**config.mk**
```make
export PLATFORM = sky130hd
export DESIGN_NAME = store_writer
export DESIGN_NICKNAME = d
export VERILOG_FILES = /design/src/rtl/store_writer.sv
export SDC_FILE = /design/constraint.sdc
export NUM_CORES = 1
export LEC_CHECK = 0
export BUFFER_PORTS_ARGS = -buffer_cell sky130_fd_sc_hd__buf_2
export CELL_PAD_IN_SITES_DETAIL_PLACEMENT = 1
export CELL_PAD_IN_SITES_GLOBAL_PLACEMENT = 1
export CORE_AREA = 5 5 225 391
export CTS_BUF_LIST = sky130_fd_sc_hd__clkbuf_8
export CTS_CLUSTER_DIAMETER = 200
export DETAILED_ROUTE_END_ITERATION = 10
export DIE_AREA = 0 0 230 396
export GPL_TIMING_DRIVEN = 0
export PLACE_DENSITY = 0.83
export SLEW_MARGIN = 20
export SYNTH_ARGS = -nofsm -noshare
export SYNTH_HDL_FRONTEND = slang
export SYNTH_SLANG_ARGS = --single-unit
export TNS_END_PERCENT = 20
```
**constraint.sdc**
```tcl
create_clock -name clk -period 8.6 [get_ports clk]
set_clock_uncertainty 0.2 [all_clocks]
set_input_delay 0.43 -clock clk [delete_from_list [all_inputs] [get_ports clk]]
set_output_delay 0.43 -clock clk [all_outputs]
set_load 0.01 [all_outputs]
```
**src/rtl/store_writer.sv**
```systemverilog
// -----------------------------------------------------------------------------
// store_writer
//
// Write-back stage for the row-reduction pipeline. Single-cycle store pulses
// are buffered in an internal FIFO and issued as sequential 64-bit memory
// write requests, starting at a base address latched on start. The address
// advances by 8 per write and wraps silently at 2^ADDR_W.
//
// Optional feature (compile-time macro STORE_WRITER_COUNT_EN):
//   adds output written_count[31:0], a saturating count of completed writes
//   for the current run, cleared on reset and on the start that enters RUN.
//
// Ports:
//   clk          in   clock
//   reset        in   synchronous, active-high reset
//   start        in   one-cycle pulse; latches base_addr and begins a run
//   base_addr    in   first write address (8-byte aligned)
//   store        in   result valid, one beat per cycle, no ready
//   store_value  in   64-bit result data
//   flush        in   no further stores follow; drain and finish
//   stall_out    out  registered; high when free entries <= STALL_MARGIN
//   mem_req      out  write request valid
//   mem_addr     out  write address
//   mem_data     out  write data
//   mem_stall    in   memory not accepting this cycle
//   done         out  run complete (level)
//   err          out  sticky; a store was dropped
//   written_count out (STORE_WRITER_COUNT_EN only) completed write count
// -----------------------------------------------------------------------------
module store_writer #(
    parameter int unsigned ADDR_W       = 48,
    parameter int unsigned FIFO_DEPTH   = 16,
    parameter int unsigned STALL_MARGIN = 6
) (
    input  logic              clk,
    input  logic              reset,
    input  logic              start,
    input  logic [ADDR_W-1:0] base_addr,
    input  logic              store,
    input  logic [63:0]       store_value,
    input  logic              flush,
    output logic              stall_out,
    output logic              mem_req,
    output logic [ADDR_W-1:0] mem_addr,
    output logic [63:0]       mem_data,
    input  logic              mem_stall,
    output logic              done,
    output logic              err
`ifdef STORE_WRITER_COUNT_EN
    ,
    output logic [31:0]       written_count
`endif
);

    localparam int unsigned PTR_W = $clog2(FIFO_DEPTH);
    localparam int unsigned CNT_W = PTR_W + 1;
    localparam logic [CNT_W-1:0] DEPTH_C  = CNT_W'(FIFO_DEPTH);
    localparam logic [CNT_W-1:0] MARGIN_C = CNT_W'(STALL_MARGIN);

    typedef enum logic [1:0] {
        IDLE,
        RUN,
        DRAIN,
        DONE
    } state_t;

    state_t            r_state;

    // FIFO storage and bookkeeping
    logic [63:0]       r_fifo [FIFO_DEPTH];
    logic [PTR_W-1:0]  r_wr_ptr;
    logic [PTR_W-1:0]  r_rd_ptr;
    logic [CNT_W-1:0]  r_count;

    // Next address to be assigned to an entry leaving the FIFO
    logic [ADDR_W-1:0] r_addr;

    // Registered outputs
    logic              r_mem_req;
    logic [ADDR_W-1:0] r_mem_addr;
    logic [63:0]       r_mem_data;
    logic              r_stall_out;
    logic              r_done;
    logic              r_err;

    logic              w_accepting;
    logic              w_empty;
    logic              w_full;
    logic              w_pop;
    logic              w_xfer;
    logic              w_push;
    logic              w_drop;
    logic [CNT_W-1:0]  w_free;

    assign w_accepting = (r_state == RUN) || (r_state == DRAIN);
    assign w_empty     = (r_count == '0);
    assign w_full      = (r_count == DEPTH_C);
    assign w_xfer      = r_mem_req && !mem_stall;

    // The output register only reloads while the memory is not stalling:
    // either it is idle (mem_req=0) or its current beat completes this edge.
    // This keeps mem_req/mem_addr/mem_data frozen for the whole stall.
    assign w_pop       = !mem_stall && !w_empty;

    // A full FIFO still accepts a push when an entry leaves on the same edge.
    assign w_push      = store && w_accepting && (!w_full || w_pop);
    assign w_drop      = store && !w_push;

    assign w_free      = DEPTH_C - r_count;

    // FIFO storage: no reset needed, occupancy tracks validity.
    always_ff @(posedge clk) begin
        if (w_push) begin
            r_fifo[r_wr_ptr] <= store_value;
        end
    end

    always_ff @(posedge clk) begin
        if (reset) begin
            r_state     <= IDLE;
            r_wr_ptr    <= '0;
            r_rd_ptr    <= '0;
            r_count     <= '0;
            r_addr      <= '0;
            r_mem_req   <= 1'b0;
            r_mem_addr  <= '0;
            r_mem_data  <= '0;
            r_stall_out <= 1'b0;
            r_done      <= 1'b0;
            r_err       <= 1'b0;
        end else begin
            // ---------------- control FSM ----------------
            case (r_state)
                IDLE: begin
                    if (start) begin
                        r_state <= RUN;
                        r_addr  <= base_addr;
                        r_err   <= 1'b0;
                    end
                end
                RUN: begin
                    if (flush) begin
                        r_state <= DRAIN;
                    end
                end
                DRAIN: begin
                    // Finish only once nothing is buffered, nothing is in the
                    // output register and no late store is arriving now.
                    if (w_empty && !r_mem_req && !w_push) begin
                        r_state <= DONE;
                        r_done  <= 1'b1;
                    end
                end
                DONE: begin
                    if (start) begin
                        r_state <= RUN;
                        r_addr  <= base_addr;
                        r_done  <= 1'b0;
                    end
                end
            endcase

            // ---------------- FIFO pointers / occupancy ----------------
            if (w_push) begin
                r_wr_ptr <= r_wr_ptr + PTR_W'(1);
            end
            if (w_pop) begin
                r_rd_ptr <= r_rd_ptr + PTR_W'(1);
            end
            if (w_push && !w_pop) begin
                r_count <= r_count + CNT_W'(1);
            end else if (!w_push && w_pop) begin
                r_count <= r_count - CNT_W'(1);
            end

            // ---------------- output register ----------------
            // Addresses are bound to entries as they leave the FIFO, so the
            // running address advances on each load rather than on each
            // completion; the resulting address sequence is identical.
            if (w_pop) begin
                r_mem_req  <= 1'b1;
                r_mem_addr <= r_addr;
                r_mem_data <= r_fifo[r_rd_ptr];
                r_addr     <= r_addr + ADDR_W'(8);
            end else if (w_xfer) begin
                r_mem_req  <= 1'b0;
            end

            // Reflects the occupancy seen this cycle, i.e. one edge late.
            r_stall_out <= (w_free <= MARGIN_C);

            // Set after the start-clear above so a dropped store still wins.
            if (w_drop) begin
                r_err <= 1'b1;
            end
        end
    end

`ifdef STORE_WRITER_COUNT_EN
    logic [31:0] r_written_count;

    always_ff @(posedge clk) begin
        if (reset) begin
            r_written_count <= '0;
        end else if (start && ((r_state == IDLE) || (r_state == DONE))) begin
            r_written_count <= '0;
        end else if (w_xfer && (r_written_count != '1)) begin
            r_written_count <= r_written_count + 32'd1;
        end
    end

    assign written_count = r_written_count;
`endif

    assign stall_out = r_stall_out;
    assign mem_req   = r_mem_req;
    assign mem_addr  = r_mem_addr;
    assign mem_data  = r_mem_data;
    assign done      = r_done;
    assign err       = r_err;

endmodule
```
==> metrics <==
Synth async-reset ratio 0; FMAX 192 MHz; H-tree levels 4; initial antenna violation count 9; Nets approximately 3200; worst reg2reg setup slack roughly 3.4 ns; design area ~54000 um^2; average size of a mapped cell 18.7 um^2; cells after synthesis approximately 2500; Critical path buffers and inverters 5; Placed Cells incl. Taps a little under 4000; Seq/Total Area, Yosys 0.747; I/O pin total 234; Critical Path Source Type flip-flop; Worst EP arrival approximately 5.8 ns; worst hold slack around 0.12 ns; Critical Path End Type flip-flop; fill count between 7000 and 8000; Die Wd ~230 um; synth warn 0; Slew @ Worst Pin roughly 1.2 ns; CP Class reg2reg; routability cong. about 0.91; final hold viol count 0; CORE AREA 84300 um^2; CTS clock-pin slew for the worst setup and hold paths 0.06 ns; min-delay worst type in2reg; DRT iter0 DRCs 3683; CTS max path bufs 3; fin util 0.646; PortBufs roughly 230; DPL Wire Length roughly 96 mm; Power Density around 280 nW/um^2; count of cell types in the netlist 70; CP Max Fanout 10; vias in the first global route approximately 31000; most used cell along the critical path ha_1; Clk Latency, worst-skew pair 0.88 ns; CTS Sinks 1203; Global Route Usage Sum 0.346; largest stage delay on the critical path a little over 0.9 ns; CP Cell Sequence inv_1 -> ha_1 -> nor3b_1 -> ha_1 -> nor2_1 -> inv_2 -> clkbuf_1 -> clkbuf_1 -> ha_1 -> inv_1 -> fa_1 -> a21o_1 -> a21oi_1 -> xnor2_1 -> or3_1 -> a21oi_1; Slew headroom 0.194; Peak VDD IR approximately 0.00026 V; Num CTS Buffers about 160; Final Max Slew Viols 0; area delta synth->final 18.5%; Final Setup Violations 0; Clock Tree Root clkbuf_8; Detailed Route WL about 160 mm; number of detailed-route iterations in the first pass 6; Routed Antenna Nets 0; largest net degree at the start of global routing 21; status completed; first-pass GRT wire length 227 mm; CTS tree yes; Initial Utilization 0.545; Synth Net Count 2597; Die Area approximately 91000 um^2; Die H about 400 um; layout cells sized above 1 0.269; WP data required 9.16 ns; average wire per standard cell between 30 and 40 um; number of synthesized flops with an enable pin a little over 1000; family with the most delay on the worst path buffers and inverters; DRC Markers 0; global route overflow 0; Post-Syn Area 45900 um^2; Most used DFF post-synth edfxtp_1; RSZ-0062 raised after global routing no; Leak Pwr 0.0179 uW; final std cells w/o fill 4281; MaxCap Viol Count 0; Via Count 29000; Synth Register Bits roughly 1200; critical path's slowest cell clkbuf_1; Avg Vias per Cell between 6 and 7; Site Rows around 140; total power 15100 uW; placed inst area 50000 um^2; fin crit share 0.604; Tmin final 5.19 ns
stage by stage:
stage	setup WS, ns	setup TNS [ns]
2_1_floorplan	1.59	0
4_1_cts	3.41	0
6_report	3.41	0
3_3_place_gp	-4.11	-1150.46
5_1_grt	3.16	0
3_5_place_dp	3.46	0
synthesized netlist by cell type (4+ instances only):
cell       count  share of area
nand4_1       22         0.0030
nor2b_1        4        0.00054
xnor2_1        7         0.0013
nor3_1        18         0.0020
edfxtp_1    1024           0.67
clkbuf_1      88         0.0072
a22oi_1       63          0.010
nand2_1      169          0.014
o211ai_1       5        0.00082
mux2i_1       81          0.018
a221oi_1       6         0.0011
nor2_1        91         0.0074
nand2b_1       4        0.00054
o21ai_0       12         0.0013
nor4_1         7        0.00095
o21bai_1       4        0.00065
mux4_2       256           0.13
a31oi_1       15         0.0020
buf_1         19         0.0016
dfxtp_1      179          0.078
or3_1         11         0.0015
xor2_1         7         0.0013
nand3_1       29         0.0032
o21ai_1       39         0.0042
buf_2         35         0.0038
inv_1         14         0.0011
ha_1          18         0.0049
a21oi_1      126          0.014
a2bb2oi_1     38         0.0072
or4_1          5        0.00082
and3_1         6        0.00082
per-layer routing:
| layer | part of all wire | vias up | GRT usage |
|---|---|---|---|
| li1 | - | 11200 | - |
| met4 | 0.068 | 6 | 0.195 |
| met3 | 0.094 | 647 | 0.0826 |
| met1 | 0.32 | 14800 | 0.386 |
| met2 | 0.52 | 2351 | 0.607 |
| met5 | 0.00018 | - | 0 |
area by class of cell:
| cell class | count | area [um^2] | area share |
|---|---|---|---|
| timing repair buffer | 441 | 3850 | 0.0708 |
| inverter | 15 | 56.3 | 0.00103 |
| tap | 1072 | 1340 | 0.0246 |
| multi-input combinational | 1098 | 11100 | 0.203 |
| sequential | 1203 | 34300 | 0.631 |
| antenna | 8 | 20.0 | 0.000368 |
| clock buffer | 186 | 2560 | 0.0470 |
| buffer | 144 | 593 | 0.0109 |
| clock inverter | 114 | 617 | 0.0113 |
cell usage in the layout, fill, tap and decap left out, types with 30 or more instances in the layout:
master and instances:
inv_1 66, a21oi_1 126, mux2i_1 81, dlygate4sd3_1 123
nor2_1 79, buf_16 30, buf_4 34, a22oi_1 63
o21ai_1 39, a2bb2oi_1 38, nand2_1 169, edfxtp_1 1024
clkbuf_1 88, clkbuf_8 186, dfxtp_1 179, mux4_2 256
buf_2 269
cells by family (layout without fill, tap and decap cells):
family          count (synthesis)  count (layout)  synth area share
flops                        1203            1203             0.747
simple gates                  384             384            0.0389
compound gates                341             341            0.0478
mux                           340             340             0.144
buf+inv                       159             900            0.0141
fa+ha+maj                      19              19           0.00534
xor+xnor                       14              14           0.00267
other cells                     0               8                 0
where the power goes:
part           total (uW)  leakage (uW)  internal (uW)  switching [uW]
clock network        4480       0.00181           2110            2370
logic                3660       0.00543           1450            2220
registers            6940        0.0107           6670             272
total               15100        0.0179          10200            4860
tightest hold or removal path: cells and delay by family:
| kind | cells | cell delay [ns] |
|---|---|---|
| buf+inv | 2 | 0.41 |
| simple gates | 1 | 0.26 |
path summary, 6_finish.rpt:
| check | startpoint | to | depth (start not counted) |
|---|---|---|---|
| worst max-delay path | r_count[0] | r_count[4] | 16 |
| worst min-delay path | reset | stall_out | 3 |
| worst min register to register | mem_addr[9] | mem_addr[9] | 2 |
| worst max register to register | r_count[0] | r_count[4] | 16 |
flip-flops by register name (all words and copies together), names as in the netlist:
register / flops
done: 1
err: 1
r_fifo: 1024
mem_data: 64
r_rd_ptr: 4
r_wr_ptr: 4
r_state: 2
mem_addr: 48
mem_req: 1
r_count: 5
r_addr: 48
stall_out: 1
repair_timing:
action | CTS | global route
gates resized for setup | 0 | 0
endpoints found under the hold margin | 1077 | 0
setup buffers | 0 | 0
hold buffers | 123 | 0
Power figures use the tool's default switching activity.
